`config.mk`:
```
export PLATFORM = sky130hd
export DESIGN_NAME = running_man_control
export DESIGN_NICKNAME = d
export VERILOG_FILES = /design/src/rtl/running_man_control.sv
export SDC_FILE = /design/constraint.sdc
export NUM_CORES = 1
export LEC_CHECK = 0
export ABC_AREA = 0
export CAP_MARGIN = 20
export CORE_AREA = 5 5 55 105
export DETAILED_ROUTE_END_ITERATION = 6
export DIE_AREA = 0 0 60 110
export PLACE_DENSITY = 0.89
export SLEW_MARGIN = 25
export SYNTH_ARGS = -nofsm -noshare
export SYNTH_HDL_FRONTEND = slang
export SYNTH_SLANG_ARGS = --single-unit
```
`constraint.sdc`:
```
create_clock -name clk -period 3.2 [get_ports clk]
set_clock_uncertainty 0.1 [all_clocks]
set_input_delay 0.48 -clock clk [delete_from_list [all_inputs] [get_ports clk]]
set_output_delay 0.48 -clock clk [all_outputs]
set_load 0.005 [all_outputs]
```
`src/rtl/running_man_control.sv`:
```
`default_nettype none
// ============================================================================
// Module   : running_man_control
// Purpose  : Frame sequencer for the running-man sprite: floors, load, draw,
//            wait, erase, update, with jump/crouch/lane-wrap motion rules.
// Revision : 1.0 - initial release
// ============================================================================
module running_man_control #(
    parameter int FRAME_CYCLES = 833333,
    parameter int JUMP_H       = 8
) (
    input  logic       clk,
    input  logic       reset,
    input  logic       jump_key,
    input  logic       crouch_key,
    input  logic       draw_floors_finish,
    input  logic       draw_man_finish,
    input  logic       erase_finish,
    output logic       drawing_floors,
    output logic       draw_man,
    output logic       erase,
    output logic       plot,
    output logic       ld_x,
    output logic       ld_y,
    output logic       ld_man_style,
    output logic [7:0] x_out,
    output logic [6:0] y_out,
    output logic       man_style
);

    localparam int FCW = $clog2(FRAME_CYCLES);
    localparam int JCW = $clog2(2 * JUMP_H + 2);

    localparam logic [FCW-1:0] c_FRAME_LAST = FCW'(FRAME_CYCLES - 1);
    localparam logic [FCW-1:0] c_FRAME_ONE  = FCW'(1);
    localparam logic [JCW-1:0] c_JC_ONE     = JCW'(1);
    localparam logic [JCW-1:0] c_JC_APEX    = JCW'(JUMP_H);
    localparam logic [JCW-1:0] c_JC_LAST    = JCW'(2 * JUMP_H);
    localparam logic [7:0]     c_X_START    = 8'd25;
    localparam logic [7:0]     c_X_LAST     = 8'd152;

    typedef enum logic [2:0] {
        ST_RST    = 3'd0,
        ST_FLOORS = 3'd1,
        ST_LOAD   = 3'd2,
        ST_DRAW   = 3'd3,
        ST_WAIT   = 3'd4,
        ST_ERASE  = 3'd5,
        ST_UPDATE = 3'd6
    } state_t;

    state_t         state_q,      state_d;
    logic [FCW-1:0] frame_cnt_q,  frame_cnt_d;
    logic [7:0]     x_pos_q,      x_pos_d;
    logic [1:0]     lane_q,       lane_d;
    logic [JCW-1:0] jump_cnt_q,   jump_cnt_d;
    logic           style_q,      style_d;
    logic           jump_req_q,   jump_req_d;
    logic           crouch_req_q, crouch_req_d;

    logic [6:0]     w_ground_y;
    logic [JCW-1:0] w_height;

    always_ff @(posedge clk) begin
        if (reset) begin
            state_q      <= ST_RST;
            frame_cnt_q  <= '0;
            x_pos_q      <= c_X_START;
            lane_q       <= 2'd0;
            jump_cnt_q   <= '0;
            style_q      <= 1'b1;
            jump_req_q   <= 1'b0;
            crouch_req_q <= 1'b0;
        end else begin
            state_q      <= state_d;
            frame_cnt_q  <= frame_cnt_d;
            x_pos_q      <= x_pos_d;
            lane_q       <= lane_d;
            jump_cnt_q   <= jump_cnt_d;
            style_q      <= style_d;
            jump_req_q   <= jump_req_d;
            crouch_req_q <= crouch_req_d;
        end
    end

    always_comb begin
        state_d      = state_q;
        frame_cnt_d  = frame_cnt_q;
        x_pos_d      = x_pos_q;
        lane_d       = lane_q;
        jump_cnt_d   = jump_cnt_q;
        style_d      = style_q;
        jump_req_d   = jump_req_q;
        crouch_req_d = crouch_req_q;

        // Keys are only captured while a frame is in flight (LOAD..ERASE).
        if (state_q == ST_LOAD || state_q == ST_DRAW ||
            state_q == ST_WAIT || state_q == ST_ERASE) begin
            jump_req_d   = jump_req_q   | jump_key;
            crouch_req_d = crouch_req_q | crouch_key;
        end

        case (state_q)
            ST_RST:    state_d = ST_FLOORS;
            ST_FLOORS: if (draw_floors_finish) state_d = ST_LOAD;
            ST_LOAD:   state_d = ST_DRAW;
            ST_DRAW: begin
                if (draw_man_finish) begin
                    state_d     = ST_WAIT;
                    frame_cnt_d = '0;
                end
            end
            ST_WAIT: begin
                if (frame_cnt_q == c_FRAME_LAST) state_d = ST_ERASE;
                else                             frame_cnt_d = frame_cnt_q + c_FRAME_ONE;
            end
            ST_ERASE:  if (erase_finish) state_d = ST_UPDATE;
            ST_UPDATE: begin
                state_d      = ST_LOAD;
                jump_req_d   = 1'b0;
                crouch_req_d = 1'b0;
                if (jump_cnt_q == '0) begin
                    if (jump_req_q) begin
                        jump_cnt_d = c_JC_ONE;
                        style_d    = 1'b1;
                    end else begin
                        style_d    = ~crouch_req_q;
                    end
                end else begin
                    jump_cnt_d = (jump_cnt_q == c_JC_LAST) ? '0 : jump_cnt_q + c_JC_ONE;
                    style_d    = 1'b1;
                end
                // At the right edge the man only drops a lane once he is on the ground.
                if (x_pos_q == c_X_LAST) begin
                    if (jump_cnt_d == '0) begin
                        x_pos_d = 8'd0;
                        lane_d  = (lane_q == 2'd2) ? 2'd0 : lane_q + 2'd1;
                    end
                end else begin
                    x_pos_d = x_pos_q + 8'd1;
                end
            end
            default:   state_d = ST_RST;
        endcase
    end

    always_comb begin
        case (lane_q)
            2'd0:    w_ground_y = 7'd28;
            2'd1:    w_ground_y = 7'd68;
            default: w_ground_y = 7'd108;
        endcase
        w_height = (jump_cnt_q <= c_JC_APEX) ? jump_cnt_q : c_JC_LAST - jump_cnt_q;
    end

    assign drawing_floors = (state_q == ST_FLOORS);
    assign draw_man       = (state_q == ST_DRAW);
    assign erase          = (state_q == ST_ERASE);
    assign plot           = drawing_floors | draw_man | erase;
    assign ld_x           = (state_q == ST_LOAD);
    assign ld_y           = (state_q == ST_LOAD);
    assign ld_man_style   = (state_q == ST_LOAD);
    assign x_out          = x_pos_q;
    assign y_out          = w_ground_y - 7'(w_height);
    assign man_style      = style_q;

endmodule
`default_nettype wire

```
Word-level counts from Yosys, hierarchy flattened
Cells that the tools add are included.
{"block": "classes", "add_sub_neg": 6, "n_lt_le_gt_ge": 1, "muxes": 19, "bitwise_logic": 5, "n_eq_ne": 17, "n_reduce_logical": 13}
{"operator": "two-way mux 20 bit", "count": 2}
{"operator": "one-hot mux 20 bit (2 select lines)", "count": 1}
{"operator": "two-way mux 5 bit", "count": 5}
{"operator": "one-hot mux 3 bit (7 select lines)", "count": 1}
{"operator": "adder 20 x 1 -> 20 bit, second input constant", "count": 1}
{"operator": "== test 20 bit, second input constant", "count": 1}
{"operator": "two-way mux 8 bit", "count": 2}
{"operator": "one-hot mux 7 bit (2 select lines)", "count": 1}
{"operator": "two-way mux 3 bit", "count": 4}
{"operator": "zero test 5 bit", "count": 2}
{"operator": "== test 3 bit, second input constant", "count": 3}
{"operator": "adder 8 x 1 -> 8 bit, second input constant", "count": 1}
{"operator": "== test 8 bit, second input constant", "count": 1}
{"operator": "inequality test 2 bit, second input constant", "count": 4}
{"operator": "subtractor 7 x 5 -> 7 bit", "count": 1}
{"operator": "== test 3 x 2 -> 1 bit, second input constant", "count": 2}
{"operator": "AND reduction 3 bit", "count": 2}
{"operator": "adder 5 x 1 -> 5 bit, second input constant", "count": 1}
{"operator": "== test 5 bit, second input constant", "count": 1}
{"operator": "less-or-equal comparator 5 x 4 -> 1 bit, second input constant", "count": 1}
{"operator": "subtractor 5 bit, first input constant", "count": 1}
{"operator": "inequality test 2 x 1 -> 1 bit, second input constant", "count": 2}
{"operator": "OR 1 bit", "count": 4}
{"operator": "AND reduction 4 bit", "count": 1}
{"operator": "13 further kinds", "count": 16}
{"block": "word_totals", "inputBits": 7, "wordCells": 69, "out_inout_bits": 23, "ff_bits": 41}

Longest topological paths before layout
{"block": "logic_depth", "word_depth": 7, "depth_mapped": 11, "mapped_depth_nobuf": 11}

Worst setup path before layout
No wires, ideal clock.
{"block": "synth_path", "path_type": "reg2out", "from": "register jump_cnt_q[0]", "to": "output y_out[5]", "t_required_ns": 2.620, "path_slack_ns": 0.504, "path_stages_with_launch": 9, "path_buffers": 0, "t_arrival_ns": 2.116, "path_cell_list": "dfxtp_1 > inv_1 > ha_1 > and2_1 > ha_1 > nand2b_1 > ha_1 > o41ai_1 > xor2_1"}
{"block": "synth_via", "elab_chain_cells": 3, "elab_cells_between_ends": 4, "classes_between": "2 x add/sub; 1 x order compare; 1 x mux"}
{"item": "start: declaration", "line_no": "56", "source": "logic [JCW-1:0] jump_cnt_q, jump_cnt_d;"}
{"item": "start signal: assignment", "line_no": "79", "source": "jump_cnt_q <= jump_cnt_d;"}
{"item": "subtractor 5 bit / less-or-equal comparator 5 x 4 -> 1 bit (equally long branches)", "line_no": "153", "source": "w_height = (jump_cnt_q <= c_JC_APEX) ? jump_cnt_q : c_JC_LAST - jump_cnt_q;"}
{"item": "two-way mux 5 bit *", "line_no": "153"}
{"item": "subtractor 7 x 5 -> 7 bit *", "line_no": "164", "source": "assign y_out = w_ground_y - 7'(w_height);"}
{"item": "end: declaration", "line_no": "27", "source": "output logic [6:0] y_out,"}
Mark *: on every way between the ends. The rest lies on a longest branch, timed or not.

Worst setup path in the final report
{"block": "layout_path", "from": "register jump_cnt_q[1]", "to": "output y_out[5]"}
Same word-level chain as after synthesis.

==> results_dict.tcl <==
set metrics [dict create \
    critical_path_buf_inv_count 2 \
    switchingPower_w 0.0002370 \
    status "finished, final reports clean" \
    async_reset_ff_frac 0 \
    crit_required_ns 2.62 \
    cts.sinks 41 \
    peakVddDrop_mv 0.4966 \
    power_w 0.001050 \
    tightest_slew_ns 0.7554 \
    relSlewSlack 0.4959 \
    numPortBuffers 29 \
    htree_levels 2 \
    synthFlopType "dfxtp_1" \
    drive_above_1_share 0.09471 \
    ys_types 60 \
    cts_buffers 5 \
    syn-num-nets 352 \
    ctsHoldBuffers 0 \
    hpwlAfterDp_um 5073 \
    layout_commonest_cell "dfxtp_1" \
    netlist_area_sq_um 2624 \
    fp-row-count 36 \
    fp.dieArea_sq_um 6600 \
    maxSlewViolCount 0 \
    crit_arrival_ns 2.49 \
    period_share 0.9597 \
    max-cap-violations 0 \
    leakagePower_nw 1.106 \
    start_util 0.5394 \
    clkLatencyLatePin_ns 0.30 \
    synth_area_per_cell_sq_um 7.832 \
    utilization 0.6391 \
    track_usage 0.2166 \
    antenna_found_initial 0 \
    stdcell_area_sq_um 3109 \
    wirelength_um 6844 \
    dr.pass1.iters 4 \
    drt_iter0_drc 177 \
    layout_common_cells "dfxtp_1 (40), nand2_1 (35), nor2_1 (32)" \
    yosysWarnings 0 \
    path_max_fanout 5 \
    dpl_cell_area_sq_um 2950 \
    crit_chain "inv_2, ha_4, nand2b_1, a21o_1, o31ai_1, xor2_1, ha_2, nor3_1, nor2_1, o41ai_2, xor2_1, dlygate4sd2_1" \
    synth_seq_area_share 0.3128 \
    synth_edf_count 0 \
    p_clk_frac 0.413 \
    clkTransAtPathRegs_ns 0.08 \
    end_kind "output pin" \
    whs_ns 0.3764 \
    cp-start-kind "flop" \
    die_width_um 60 \
    critical_path.max_stage_delay_ns 0.33 \
    synth_top_area_frac 0.3128 \
    setup_viol 0 \
    io_pins 30 \
    synth_area_leaders "dfxtp_1 (31%), nand2_1 (5.0%), ha_1 (4.8%), nor2_1 (4.6%), a21oi_1 (4.4%)" \
    fin_nets 375 \
    clockRootBuffer "clkbuf_8" \
    clockBufferDepth 2 \
    crit_top_cell "xor2_1" \
    rsz0062_at_grt "false" \
    yosys.area.top_type "dfxtp_1" \
    crit_family "adder cells" \
    grt_pass1_vias 2616 \
    powerDensity_nw_per_um2 337.7 \
    grt_overflow 0 \
    place.gp.congestion 0.9569 \
    diodes 0 \
    syn_to_final_growth_pct 18.50 \
    vias 2697 \
    yosys_register_bits 41 \
    viasPerCell 6.483 \
    combPwrFrac 0.081 \
    grt_max_degree 26 \
    wl_per_cell_um 16.45 \
    drc 0 \
    grt_pass1_wl_um 11150 \
    hold_viol 0 \
    p_seq_frac 0.506 \
    cts_tree "yes" \
    p_int_w 0.0008131 \
    switching_share 0.2257 \
    hold_path.class "reg -> reg" \
    timing.fmax_mhz 325.6 \
    worst_path_max_delay_cell "dfxtp_1" \
    core_sq_um 4865 \
    min_period_ns 3.071 \
    ant_nets 0 \
    syn_inst 335 \
    crit_type "reg -> out" \
    fp.dieH_um 110 \
]
## cell type report
| class | instances | area (sq um) |
|---|---|---|
| clock buffer | 7 | 86.33 |
| tap | 57 | 71.32 |
| inverter | 14 | 52.55 |
| multi-input combinational | 258 | 1697 |
| clock inverter | 1 | 30.03 |
| timing repair buffer | 38 | 350.3 |
| fill | 412 | 1755 |
| sequential | 41 | 822.0 |
## routing by layer
layer | up-vias | part of all wire | global-route usage
met4 | 0 | 0.043 | 0.1442
li1 | 1283 | - | -
met5 | - | 0 | 0
met3 | 25 | 0.033 | 0.02448
met2 | 76 | 0.57 | 0.4195
met1 | 1313 | 0.35 | 0.1968
## synth_stat cells (all sizes together), types with 3 or more instances
master,count
mux2i,5
xnor2,9
nand2b,7
ha,10
nand3,17
nor2,32
dfxtp,41
and3,6
nor4,3
clkbuf,11
a211oi,6
a31oi,3
o21ai,13
or4,3
o31ai,4
inv,14
a2111o,5
xor2,5
or3,6
nand4,8
o2111ai,3
buf,11
nand2,35
nor4b,4
a21oi,24
nor3,9
## flip-flops by register name (all words and copies together), names as in the netlist
signal and count:
crouch_req_q 1, frame_cnt_q 20, jump_cnt_q 5, jump_req_q 1, lane_q 2, man_style 1, state_q 3, x_out 8
## worst min-delay path: stages, from the launching register on
cell     delay (ns)
dfxtp_1        0.33
nand2_1        0.05
mux2i_1        0.05
## through the flow
step           setup slack (ns)  setup TNS, ns  cells
3_3_place_gp             0.1224              0    408
6_report                 0.1289              0    416
5_1_grt                0.007160              0    416
2_1_floorplan            0.5037              0    335
3_5_place_dp           -0.05419       -0.05419    408
4_1_cts                 0.02255              0    416
## path summary, 6_finish.rpt
kind              startpoint              end  slack (ns)  cells past startpoint
max reg2reg    jump_cnt_q[1]         x_out[5]        0.54                      9
min reg2reg  frame_cnt_q[10]  frame_cnt_q[10]        0.38                      2
min          frame_cnt_q[10]  frame_cnt_q[10]        0.38                      2
max            jump_cnt_q[1]         y_out[5]        0.13                     12
## logic make-up (layout without fill, tap and decap cells)
group / Yosys count / in the layout / synth area share
AND/OR/NAND/NOR: 143 / 143 / 0.2766
AO/OA/AOI/OAI: 84 / 84 / 0.2294
flip-flops: 41 / 41 / 0.3128
buffers and inverters: 36 / 60 / 0.05913
XOR/XNOR: 14 / 14 / 0.04673
adder cells (fa/ha/maj): 10 / 10 / 0.04769
multiplexers: 7 / 7 / 0.02766
## power by group through the flow
stage | sequential [W] | clock (W) | combinational [W]
2_1_floorplan | 0.000533 | 0 | 0.0000585
3_3_place_gp | 0.000542 | 0 | 0.0000830
3_5_place_dp | 0.000543 | 0 | 0.0000842
4_1_cts | 0.000531 | 0.000441 | 0.0000851
5_1_grt | 0.000533 | 0.000456 | 0.0000930
6_report | 0.000531 | 0.000434 | 0.0000851
## timing repair
item | in CTS | in global routing
hold endpoints to repair | 0 | 0
setup endpoints to repair | 4 | 3
resized for setup | 12 | 4
buffers inserted | 0 | 0
pin swaps | 4 | 2
Note: power is estimated with default switching activity, not from simulation.
